File: src/rtl/sdram_defs.sv
// Shared definitions for the two-port SDRAM arbiter: state encoding, arbitration modes, transaction record.
// Latency: none (definitions only).
// Backpressure: none (definitions only).
package sdram_defs;

  localparam int ADDR_W = 22;
  localparam int DATA_W = 16;

  // Values of the arbiter's PRIORITY_MODE parameter
  localparam int PRIO_RR    = 0;  // round-robin between the two ports
  localparam int PRIO_FIXED = 1;  // port 0 always wins contention

  typedef enum logic [1:0] {
    ST_IDLE    = 2'd0,
    ST_ISSUE   = 2'd1,
    ST_RELEASE = 2'd2
  } state_t;

  // Transaction captured from the winning port at grant time
  typedef struct packed {
    logic              wr;
    logic [ADDR_W-1:0] addr;
    logic [DATA_W-1:0] wdata;
  } xact_t;

endpackage

File: src/rtl/sdram_rr_arbiter.sv
// Two-way winner selection: one-hot grant from two requests and a preferred-port pointer.
// Latency: purely combinational.
// Backpressure: none; the caller decides when the grant is taken.
module sdram_rr_arbiter (
  input  logic [1:0] req,
  input  logic       rr_ptr,  // port that wins when both request
  output logic [1:0] gnt
);

  // A lone requester wins outright; contention is settled by the pointer
  always_comb begin
    gnt = req;
    if (&req) begin
      gnt = rr_ptr ? 2'b10 : 2'b01;
    end
  end

endmodule

File: src/rtl/sdram_arbiter_module.sv
// Arbitrates two request/done client ports onto one SDRAM controller enable interface.
// Latency: enable 1 cycle after a sampled Req; Done 1 cycle after controller Done; 2 idle cycles between enables.
// Backpressure: ports hold Req until their Done; no grant while the controller reports busy.
module sdram_arbiter_module
  import sdram_defs::*;
#(
  parameter int PRIORITY_MODE = PRIO_RR
) (
  input  logic              CLK,
  input  logic              RSTn,
  input  logic              P0_Req_Sig,
  input  logic              P1_Req_Sig,
  input  logic              P0_Wr_Sig,
  input  logic              P1_Wr_Sig,
  input  logic [ADDR_W-1:0] P0_Addr,
  input  logic [ADDR_W-1:0] P1_Addr,
  input  logic [DATA_W-1:0] P0_WrData,
  input  logic [DATA_W-1:0] P1_WrData,
  output logic              P0_Done_Sig,
  output logic              P1_Done_Sig,
  output logic [DATA_W-1:0] P0_RdData,
  output logic [DATA_W-1:0] P1_RdData,
  output logic [1:0]        Grant_Sig,
  output logic              SD_WrEN_Sig,
  output logic              SD_RdEN_Sig,
  input  logic              SD_Done_Sig,
  input  logic              SD_Busy_Sig,
  output logic [ADDR_W-1:0] SD_Addr,
  output logic [DATA_W-1:0] SD_WrData,
  input  logic [DATA_W-1:0] SD_RdData
);

  state_t      state;
  state_t      state_nxt;
  logic        take;       // accept a new transaction this cycle
  logic        finish;     // controller completed the active transaction
  logic        rr_last;    // port preferred at the next contention
  logic        arb_ptr;
  logic [1:0]  arb_gnt;
  xact_t       cand;
  xact_t       xact;

  // Fixed mode pins the preference on port 0; round-robin uses the completion-updated pointer
  assign arb_ptr = (PRIORITY_MODE == PRIO_FIXED) ? 1'b0 : rr_last;

  sdram_rr_arbiter u_arb (
    .req    ({P1_Req_Sig, P0_Req_Sig}),
    .rr_ptr (arb_ptr),
    .gnt    (arb_gnt)
  );

  // Pick the winner's transaction fields for latching
  always_comb begin
    cand = '0;
    if (arb_gnt[1]) begin
      cand = {P1_Wr_Sig, P1_Addr, P1_WrData};
    end else begin
      cand = {P0_Wr_Sig, P0_Addr, P0_WrData};
    end
  end

  // State register
  always_ff @(posedge CLK or negedge RSTn) begin
    if (!RSTn) begin
      state <= ST_IDLE;
    end else begin
      state <= state_nxt;
    end
  end

  // Next-state and transaction control decode
  always_comb begin
    state_nxt = state;
    take      = 1'b0;
    finish    = 1'b0;
    case (state)
      ST_IDLE: begin
        if ((P0_Req_Sig || P1_Req_Sig) && !SD_Busy_Sig) begin
          take      = 1'b1;
          state_nxt = ST_ISSUE;
        end
      end
      ST_ISSUE: begin
        if (SD_Done_Sig) begin
          finish    = 1'b1;
          state_nxt = ST_RELEASE;
        end
      end
      // One dead cycle lets a finished port drop Req before IDLE samples it again
      ST_RELEASE: state_nxt = ST_IDLE;
      default:    state_nxt = ST_IDLE;
    endcase
  end

  // Latched transaction, registered enables/grant, Done pulses and read-data capture
  always_ff @(posedge CLK or negedge RSTn) begin
    if (!RSTn) begin
      xact        <= '0;
      Grant_Sig   <= 2'b00;
      SD_WrEN_Sig <= 1'b0;
      SD_RdEN_Sig <= 1'b0;
      P0_Done_Sig <= 1'b0;
      P1_Done_Sig <= 1'b0;
      P0_RdData   <= '0;
      P1_RdData   <= '0;
      rr_last     <= 1'b0;
    end else begin
      P0_Done_Sig <= 1'b0;
      P1_Done_Sig <= 1'b0;
      if (take) begin
        xact        <= cand;
        Grant_Sig   <= arb_gnt;
        SD_WrEN_Sig <= cand.wr;
        SD_RdEN_Sig <= !cand.wr;
      end
      if (finish) begin
        Grant_Sig   <= 2'b00;
        SD_WrEN_Sig <= 1'b0;
        SD_RdEN_Sig <= 1'b0;
        P0_Done_Sig <= Grant_Sig[0];
        P1_Done_Sig <= Grant_Sig[1];
        // The port just served loses the next contention
        rr_last     <= Grant_Sig[0];
        if (!xact.wr) begin
          if (Grant_Sig[0]) P0_RdData <= SD_RdData;
          if (Grant_Sig[1]) P1_RdData <= SD_RdData;
        end
      end
    end
  end

  assign SD_Addr   = xact.addr;
  assign SD_WrData = xact.wdata;

endmodule

File: config.mk
export PLATFORM = sky130hd
export DESIGN_NAME = sdram_arbiter_module
export DESIGN_NICKNAME = d
export VERILOG_FILES = /design/src/rtl/sdram_defs.sv /design/src/rtl/sdram_rr_arbiter.sv /design/src/rtl/sdram_arbiter_module.sv
export SDC_FILE = /design/constraint.sdc
export NUM_CORES = 1
export LEC_CHECK = 0
export CORE_MARGIN = 10
export CORE_UTILIZATION = 35
export DETAILED_ROUTE_END_ITERATION = 10
export PLACE_DENSITY = 0.7
export REMOVE_ABC_BUFFERS = 1
export SETUP_SLACK_MARGIN = 0.2
export SLEW_MARGIN = 20
export SYNTH_ARGS = -nofsm -noshare
export SYNTH_HDL_FRONTEND = slang
export SYNTH_SLANG_ARGS = --single-unit
File: constraint.sdc
create_clock -name CLK -period 4.7 [get_ports CLK]
set_input_delay 0.94 -clock CLK [delete_from_list [all_inputs] [get_ports CLK]]
set_output_delay 0.94 -clock CLK [all_outputs]
set_load 0.01 [all_outputs]
==> results of run 1 <==
==> layout make-up <==
type	count	area [um2]
fillers	929	4860
repair buffers	179	1780
clock inverters	4	45.0
flip-flops and latches	80	2000
well taps	136	170
clock buffers	11	141
multi-input cells	217	1320
==> logic make-up after synthesis <==
family / Yosys count / share of synthesized area (%)
muxes: 33 / 12.0
and+or+nand+nor: 138 / 15.3
buffers and inverters: 58 / 10.9
DFF: 80 / 53.8
AOI/OAI and AO/OA: 46 / 8.03
==> cells in the mapped netlist (all sizes together) (2+ instances only) <==
cell,count
dfrtp,80
mux2,33
a21oi,2
a31oi,38
buf,53
nand2,81
and2,4
o21ai,2
clkbuf,5
nor3,2
nand2b,2
nor2,45
==> worst max-delay path: stages <==
cell	delay [ps]
clkdlybuf4s50_1	420
or3_1	390
nor2_4	400
buf_4	380
nor2_1	70
a31oi_1	150
==> final timing paths <==
kind / start / to / slack [ps] / depth (start not counted)
max in group asynchronous: RSTn / SD_Addr[8] / 3560 / 1
max reg2reg: state[0] / SD_Addr[19] / 2740 / 5
max: SD_Busy_Sig / SD_Addr[19] / 2180 / 6
min in group asynchronous: RSTn / P1_RdData[13] / 640 / 1
min reg2reg: P1_RdData[6] / P1_RdData[6] / 510 / 1
min: P1_RdData[6] / P1_RdData[6] / 510 / 1
==> registers in the layout, indices dropped and copies added, names as in the netlist <==
name,flops
P0_Done_Sig,1
Grant_Sig,2
P1_RdData,16
P0_RdData,16
SD_WrEN_Sig,1
xact,1
state,2
SD_WrData,16
SD_RdEN_Sig,1
P1_Done_Sig,1
SD_Addr,22
arb_ptr,1
==> where the power goes <==
group / switching [uW] / total, uW / internal, uW
combinational: 534 / 1360 / 821
sequential: 176 / 1160 / 984
clock: 233 / 488 / 255
==> through the flow <==
step | worst slack (ps) | total power, uW
floorplan | 1550 | 1710
global placement | 1900 | 2520
detailed placement | 1820 | 2550
CTS | 2180 | 3050
global route | 2060 | 3210
finish | 2180 | 3000
==> metal layers <==
| layer | vias to the layer above | track usage (%) | share of wire (%) |
|---|---|---|---|
| met4 | 0 | 4.88 | 1.4 |
| met3 | 12 | 6.56 | 13 |
| li1 | 1410 | - | - |
| met1 | 1336 | 16.2 | 42 |
| met2 | 135 | 21.6 | 44 |
| met5 | - | 0 | 0 |
==> cell usage in the layout, fill, tap and decap left out <==
master           synthesis  final
o221a_2                  1      1
and3b_1                  1      1
nand2b_1                 2      2
dfrtp_1                 80     80
nor3_1                   2      2
and2b_4                  1      1
o21ai_0                  2      2
or3_1                    1      1
a31oi_1                 38     38
a21oi_1                  2      2
buf_6                    3      1
nor2_4                   0      1
clkinv_2                 0      3
nor2b_1                  1      1
bufinv_16                0      1
nand2_1                 79     79
a211oi_2                 1      1
nor2_1                  44     44
mux2_4                  20     20
a22oi_1                  1      1
clkdlybuf4s50_1          0    174
o21ba_2                  1      1
nand2_4                  2      2
mux2_2                  13     13
buf_4                   41      4
clkbuf_1                 5      1
clkbuf_8                 0     10
and2_1                   3      4
==> metrics.txt, run 1 <==
post-CTS setup buffer count=0; Worst-path clk slew=70 ps; final wirelength=10600 um; final setup fails=0; post-route ant nets=0; Slew HR=51.2%; Critical Path AT=2770 ps; Hold Fails Final Rpt=0; CTS resizes=0; Via Count=2893; Placed Area=0.00527 mm2; RSZ-0062 raised after global routing=no; Final Skew=4.02 ps; clk sinks=80; Hold Path Class=reg2reg; Num CTS Buffers=9; Starting Density=36.1%; Mean Syn Cell Area=10.5 um2; crit path time final=2520 ps; Die Span Y=123 um; final std cells w/o fill=627; top_reg_cell synth=dfrtp_1; # IOs=176; CTS Hold Bufs=0; router iterations before antenna repair=4; cells taking the most area after synthesis=dfrtp_1 54%, buf_4 8.3%, mux2_4 8.1%, nand2_1 8.0%, a31oi_1 6.4%; Max Cap Viol=0; outcome=complete, no violations; Critical Path End Type=register; Design Area, Final=0.00546 mm2; first-pass GRT wire length=16700 um; Synth Cell Area=0.00372 mm2; synth unique cells=26; Overall Global Routing Usage=13.8%; Antenna diodes=0; worst slew pin tran=732 ps; Placer Congestion=0.782; required time of the critical path=4950 ps; Die ar.=0.0152 mm2; Peak VDD IR=0.000228 V; hpwl dp=8140 um; IO buf count=175; DP Cell Count=612; area grow syn2layout=46.7%; Seq/Total Area, Yosys=53.8%; Routed WL per cell=16.8 um; CP Launch Type=input port; clock latency on the worst-skew pair=330 ps; f_max=397 MHz; Min Hold Slack=507 ps; post-layout util=52.9%; post-synth top area share=53.8%; TritonCTS clock tree=done; Core ar.=0.0103 mm2; largest area contributor in the netlist=dfrtp_1; Longest Clk Path Bufs=2; Post-synth ARST share=100%; Root Buffer=clkbuf_8; layout cells sized above 1=12.0%; Crit Path Max Fanout=33; # rows=37; H-tree levels=3; Leakage=0.00238 uW; initial antenna violation count=0; total gr overflow=0; die width=123 um; via/cell ratio=4.61; Gate Count Post-Synth=355; largest net degree at the start of global routing=81; vias in the first global route=3144; Iter 0 DRT Violations=174; Post-Route Setup TNS=0 ps; DRC=0; Crit Path Class=in2reg; Synth Register Bits=80; Tcrit/Tclk final=53.6%; Cell Pwr Density=550 mW/mm2; YS warnings=0; Layout Nets=587; EDFF count, synth=0; pins over their slew limit=0
Power figures use the tool's default switching activity.
==> run 2: changes to the inputs <==
PLACE_DENSITY = 0.73   (was 0.7)
clock period = 2.26 ns   (was 4.7 ns; I/O delays follow)
==> metrics.txt, run 2 (same netlist as run 1, synthesis figures left out) <==
TritonCTS clock tree=done; Crit Path Class=reg2out; outcome=complete, no violations; required time of the critical path=1810 ps; commonest non-fill, non-tap cells in the layout=174 x clkdlybuf4s50_1, 80 x dfrtp_1, 79 x nand2_1, 44 x nor2_1, 38 x a31oi_1; Hold Fails Final Rpt=0; Placer Congestion=0.801; Critical Path End Type=output pin; Layout Nets=588; Core ar.=0.0103 mm2; CP delay by family, top=buffers and inverters; largest net degree at the start of global routing=79; router iterations before antenna repair=4; vias in the first global route=3160; # rows=37; Iter 0 DRT Violations=121; total power=6340 uW; Antenna diodes=0; Leakage=0.00240 uW; post-layout util=53.6%; worst slew pin tran=512 ps; Die Span Y=123 um; Longest Clk Path Bufs=2; Critical Path AT=1410 ps; CTS Hold Bufs=0; final wirelength=10700 um; Worst path slowest cell=clkdlybuf4s50_1; Final Skew=7.27 ps; DRC=0; max reg flops=22; Peak VDD IR=0.000533 V; CP peak stage delay=600 ps; layout cells sized above 1=12.6%; area grow syn2layout=48.5%; IO buf count=175; CP Launch Type=register; Overall Global Routing Usage=13.7%; Fill cells=909; clock latency on the worst-skew pair=340 ps; initial antenna violation count=0; Hold Path Class=in2async; die width=123 um; Via Count=2942; Num CTS Buffers=9; Cell Pwr Density=1150 mW/mm2; clk sinks=80; Worst Path Buf+Inv=1; final setup fails=0; H-tree levels=3; f_max=536 MHz; pins over their slew limit=0; CTS resizes=0; critical-path cell list=clkdlybuf4s50_1; post-CTS setup buffer count=0; Routed WL per cell=17.0 um; Tcrit/Tclk final=82.6%; # IOs=176; Root Buffer=clkbuf_8; Max Cap Viol=0; total gr overflow=0; via/cell ratio=4.68; RSZ-0062 raised after global routing=no; Worst-path clk slew=90 ps; crit path time final=1870 ps; Starting Density=36.1%; post-route ant nets=0; hpwl dp=8280 um; Slew HR=65.9%; Crit Path Max Fanout=6; Die ar.=0.0152 mm2; most common cell after layout, fill and taps aside=clkdlybuf4s50_1; first-pass GRT wire length=16400 um
==> run 2: changes by cell type in the layout (fill, tap and decap cells not counted), sizes merged <==
cell	previous run	this run
clkinv	3	1
buf	5	6
clkbuf	11	9
clkinvlp	0	2
inv	0	3
==> run 2: path summary, 6_finish.rpt <==
path                               from             to  slack, ps  cells past startpoint
max                        Grant_Sig[0]   Grant_Sig[0]        390                      1
min                                RSTn   P0_RdData[1]         70                      1
max reg2reg                    state[0]     SD_Addr[5]        560                      5
min reg2reg                    xact[38]       xact[38]        500                      2
max in group asynchronous          RSTn  P1_RdData[13]       1570                      2
min in group CLK               xact[38]       xact[38]        500                      2
==> run 2: per-layer routing <==
| metal | up-vias | global-route usage (%) | part of all wire [%] |
|---|---|---|---|
| li1 | 1411 | - | - |
| met2 | 142 | 22.2 | 45 |
| met3 | 9 | 7.16 | 13 |
| met4 | 0 | 3.57 | 0.96 |
| met1 | 1380 | 15.6 | 41 |
| met5 | - | 0 | 0 |
==> run 2: worst register-to-register path, cell delays in order, from the launching register on <==
cell and delay (ps):
dfrtp_1 410, or3_1 460, nor2_4 160, buf_12 270, nor2_1 130, a31oi_1 170
==> run 2: metrics by stage <==
step           std cells  instance area, um2  TNS (ps)  setup slack, ps  hold slack, ps
2_1_floorplan        297                3320    -16020             -405             156
3_5_place_dp         613                5330         0              169             466
3_3_place_gp         613                5330         0              259             453
4_1_cts              629                5530         0              368            71.8
5_1_grt              629                5530         0              346            86.6
6_report             629                5530         0              393            71.3
==> run 2: report_power, final <==
group | switching, uW | total (uW) | internal (uW) | leakage [uW]
Clock | 553 | 1070 | 520 | 0.0000966
Combinational | 1120 | 2850 | 1730 | 0.00135
Sequential | 369 | 2410 | 2040 | 0.000949
==> run 2: layout make-up <==
cell class                 count  area [um2]  area share [%]
clock buffer                   9         124            2.24
tap                          136         170            3.08
clock inverter                 7        76.3            1.38
sequential                    80        2000            36.2
timing repair buffer         180        1840            33.2
multi-input combinational    217        1320            23.9
==> run 3: changes to the inputs <==
PLACE_DENSITY = 0.7   (was 0.73)
clock period = 1.9 ns   (was 2.26 ns; I/O delays follow)
==> metrics.txt, run 3 (same netlist as run 1, synthesis figures left out) <==
DRC=0; critical-path cell list=clkdlybuf4s50_1; Clk pwr share=16.6%; Iter 0 DRT Violations=157; DP Cell Count=619; Crit Path Class=reg2out; Internal Power=5120 uW; commonest non-fill, non-tap cells in the layout=146 x clkdlybuf4s50_1, 79 x dfrtp_1, 79 x nand2_1, 44 x nor2_1, 38 x a31oi_1; final wirelength=10900 um; final setup fails=0; most common cell after layout, fill and taps aside=clkdlybuf4s50_1; H-tree levels=3; crit path time final=1650 ps; # IOs=176; via/cell ratio=4.62; Starting Density=36.1%; Leakage=0.00272 uW; CP delay by family, top=buffers and inverters; Cell Pwr Density=1320 mW/mm2; Worst-path clk slew=90 ps; CP Launch Type=register; slack of the critical path=250 ps; Crit Path Max Fanout=2; GR Util met1=16.5%; total gr overflow=0; TritonCTS clock tree=done; Peak VDD IR=0.000576 V; Seq pwr share=38.0%; router iterations before antenna repair=4; Slew HR=69.9%; outcome=complete, no violations; post-route ant nets=0; Longest Clk Path Bufs=2; final std cells w/o fill=637; first-pass GRT wire length=16600 um; combinational share of power=45.4%; Critical Path AT=1270 ps; Critical Path End Type=output pin; required time of the critical path=1520 ps; Hold Fails Final Rpt=0; pre-CTS WS=-65.1 ps; GRT met3 Usage=7.38%; clock latency on the worst-skew pair=350 ps; layout cells sized above 1=14.2%; Num CTS Buffers=9; Worst Path Buf+Inv=1; Sw Ratio=31.7%; IO buf count=175; Worst path slowest cell=clkdlybuf4s50_1; Overall Global Routing Usage=14.0%; worst slew pin tran=451 ps; max reg flops=22; die width=123 um; Tcrit/Tclk final=86.9%; Via Count=2940; area grow syn2layout=52.7%; Hold Path Class=in2async; Antenna diodes=0; Core ar.=0.0103 mm2; Final Skew=13.7 ps; Die Span Y=123 um; largest net degree at the start of global routing=48; hpwl dp=8530 um; NetSw=2380 uW; total power=7500 uW; pins over their slew limit=0; # rows=37; met2 usage=21.8%; Routed WL per cell=17.1 um; initial antenna violation count=0; RSZ-0062 raised after global routing=no; Die ar.=0.0152 mm2; vias in the first global route=3078; Max Cap Viol=0; GRT busiest layer=met2; CP peak stage delay=550 ps; clk sinks=80; Root Buffer=clkbuf_8; Placer Congestion=0.783; Layout Nets=597; f_max=606 MHz
run 3: changes by cell type in the layout (fill, tap and decap cells not counted), moves of 2 or more:
cell / change
buf_4: +6
dlymetal6s2s_1: +27
clkinv_4: +2
clkdlybuf4s50_1: -28
clkinvlp_4: -2
inv_6: -3
run 3: final cells by class:
type                    instances  area (um2)
fillers                       911        4640
flip-flops and latches         80        2000
repair buffers                189        1990
multi-input cells             217        1330
well taps                     136         170
clock buffers                  10         138
clock inverters                 5        57.6
run 3: power by group through the flow:
stage | sequential, uW | clock [uW] | combinational (uW)
after floorplan | 3190 | 0 | 1040
after global placement | 2890 | 0 | 3420
after detailed placement | 2930 | 0 | 3460
after CTS | 2890 | 1280 | 3500
after global routing | 2950 | 1370 | 3690
final | 2850 | 1240 | 3410
run 3: routing by layer:
metal / part of all wire, % / routed length [um] / up-vias
met2: 44 / 4820 / 134
li1: - / - / 1430
met1: 43 / 4710 / 1369
met5: 0 / 0 / -
met4: 0.80 / 87 / 0
met3: 12 / 1280 / 7
run 3: final timing paths:
| path | end | startpoint | cells past startpoint | slack (ps) |
|---|---|---|---|---|
| setup / recovery | P1_RdData[5] | P1_RdData[5] | 1 | 250 |
| hold / removal | Grant_Sig[1] | RSTn | 2 | 510 |
| setup reg to reg | P0_RdData[1] | state[0] | 4 | 330 |
| hold reg to reg | P1_RdData[12] | P1_RdData[12] | 1 | 510 |
| max in group asynchronous | SD_Addr[5] | RSTn | 3 | 780 |
| min in group CLK | P1_RdData[12] | P1_RdData[12] | 1 | 510 |
run 3: what timing repair did:
action | 4_1_cts | 5_1_grt
setup endpoints to repair | 3 | 52
gates resized for setup | 2 | 29
hold buffers | 1 | 0
buffers inserted | 1 | 1
hold endpoints to repair | 33 | 0
pin swaps | 0 | 1
run 3: per-stage QoR:
step	area [um2]	setup TNS (ps)	utilization, %	hold WS, ps
after floorplan	3320	-29940	-	84.4
after global placement	5390	-18.2	52.2	357
after detailed placement	5390	-1010	52.2	366
after CTS	5600	0	54.2	513
after global routing	5680	0	55.0	519
final	5680	0	55.0	510
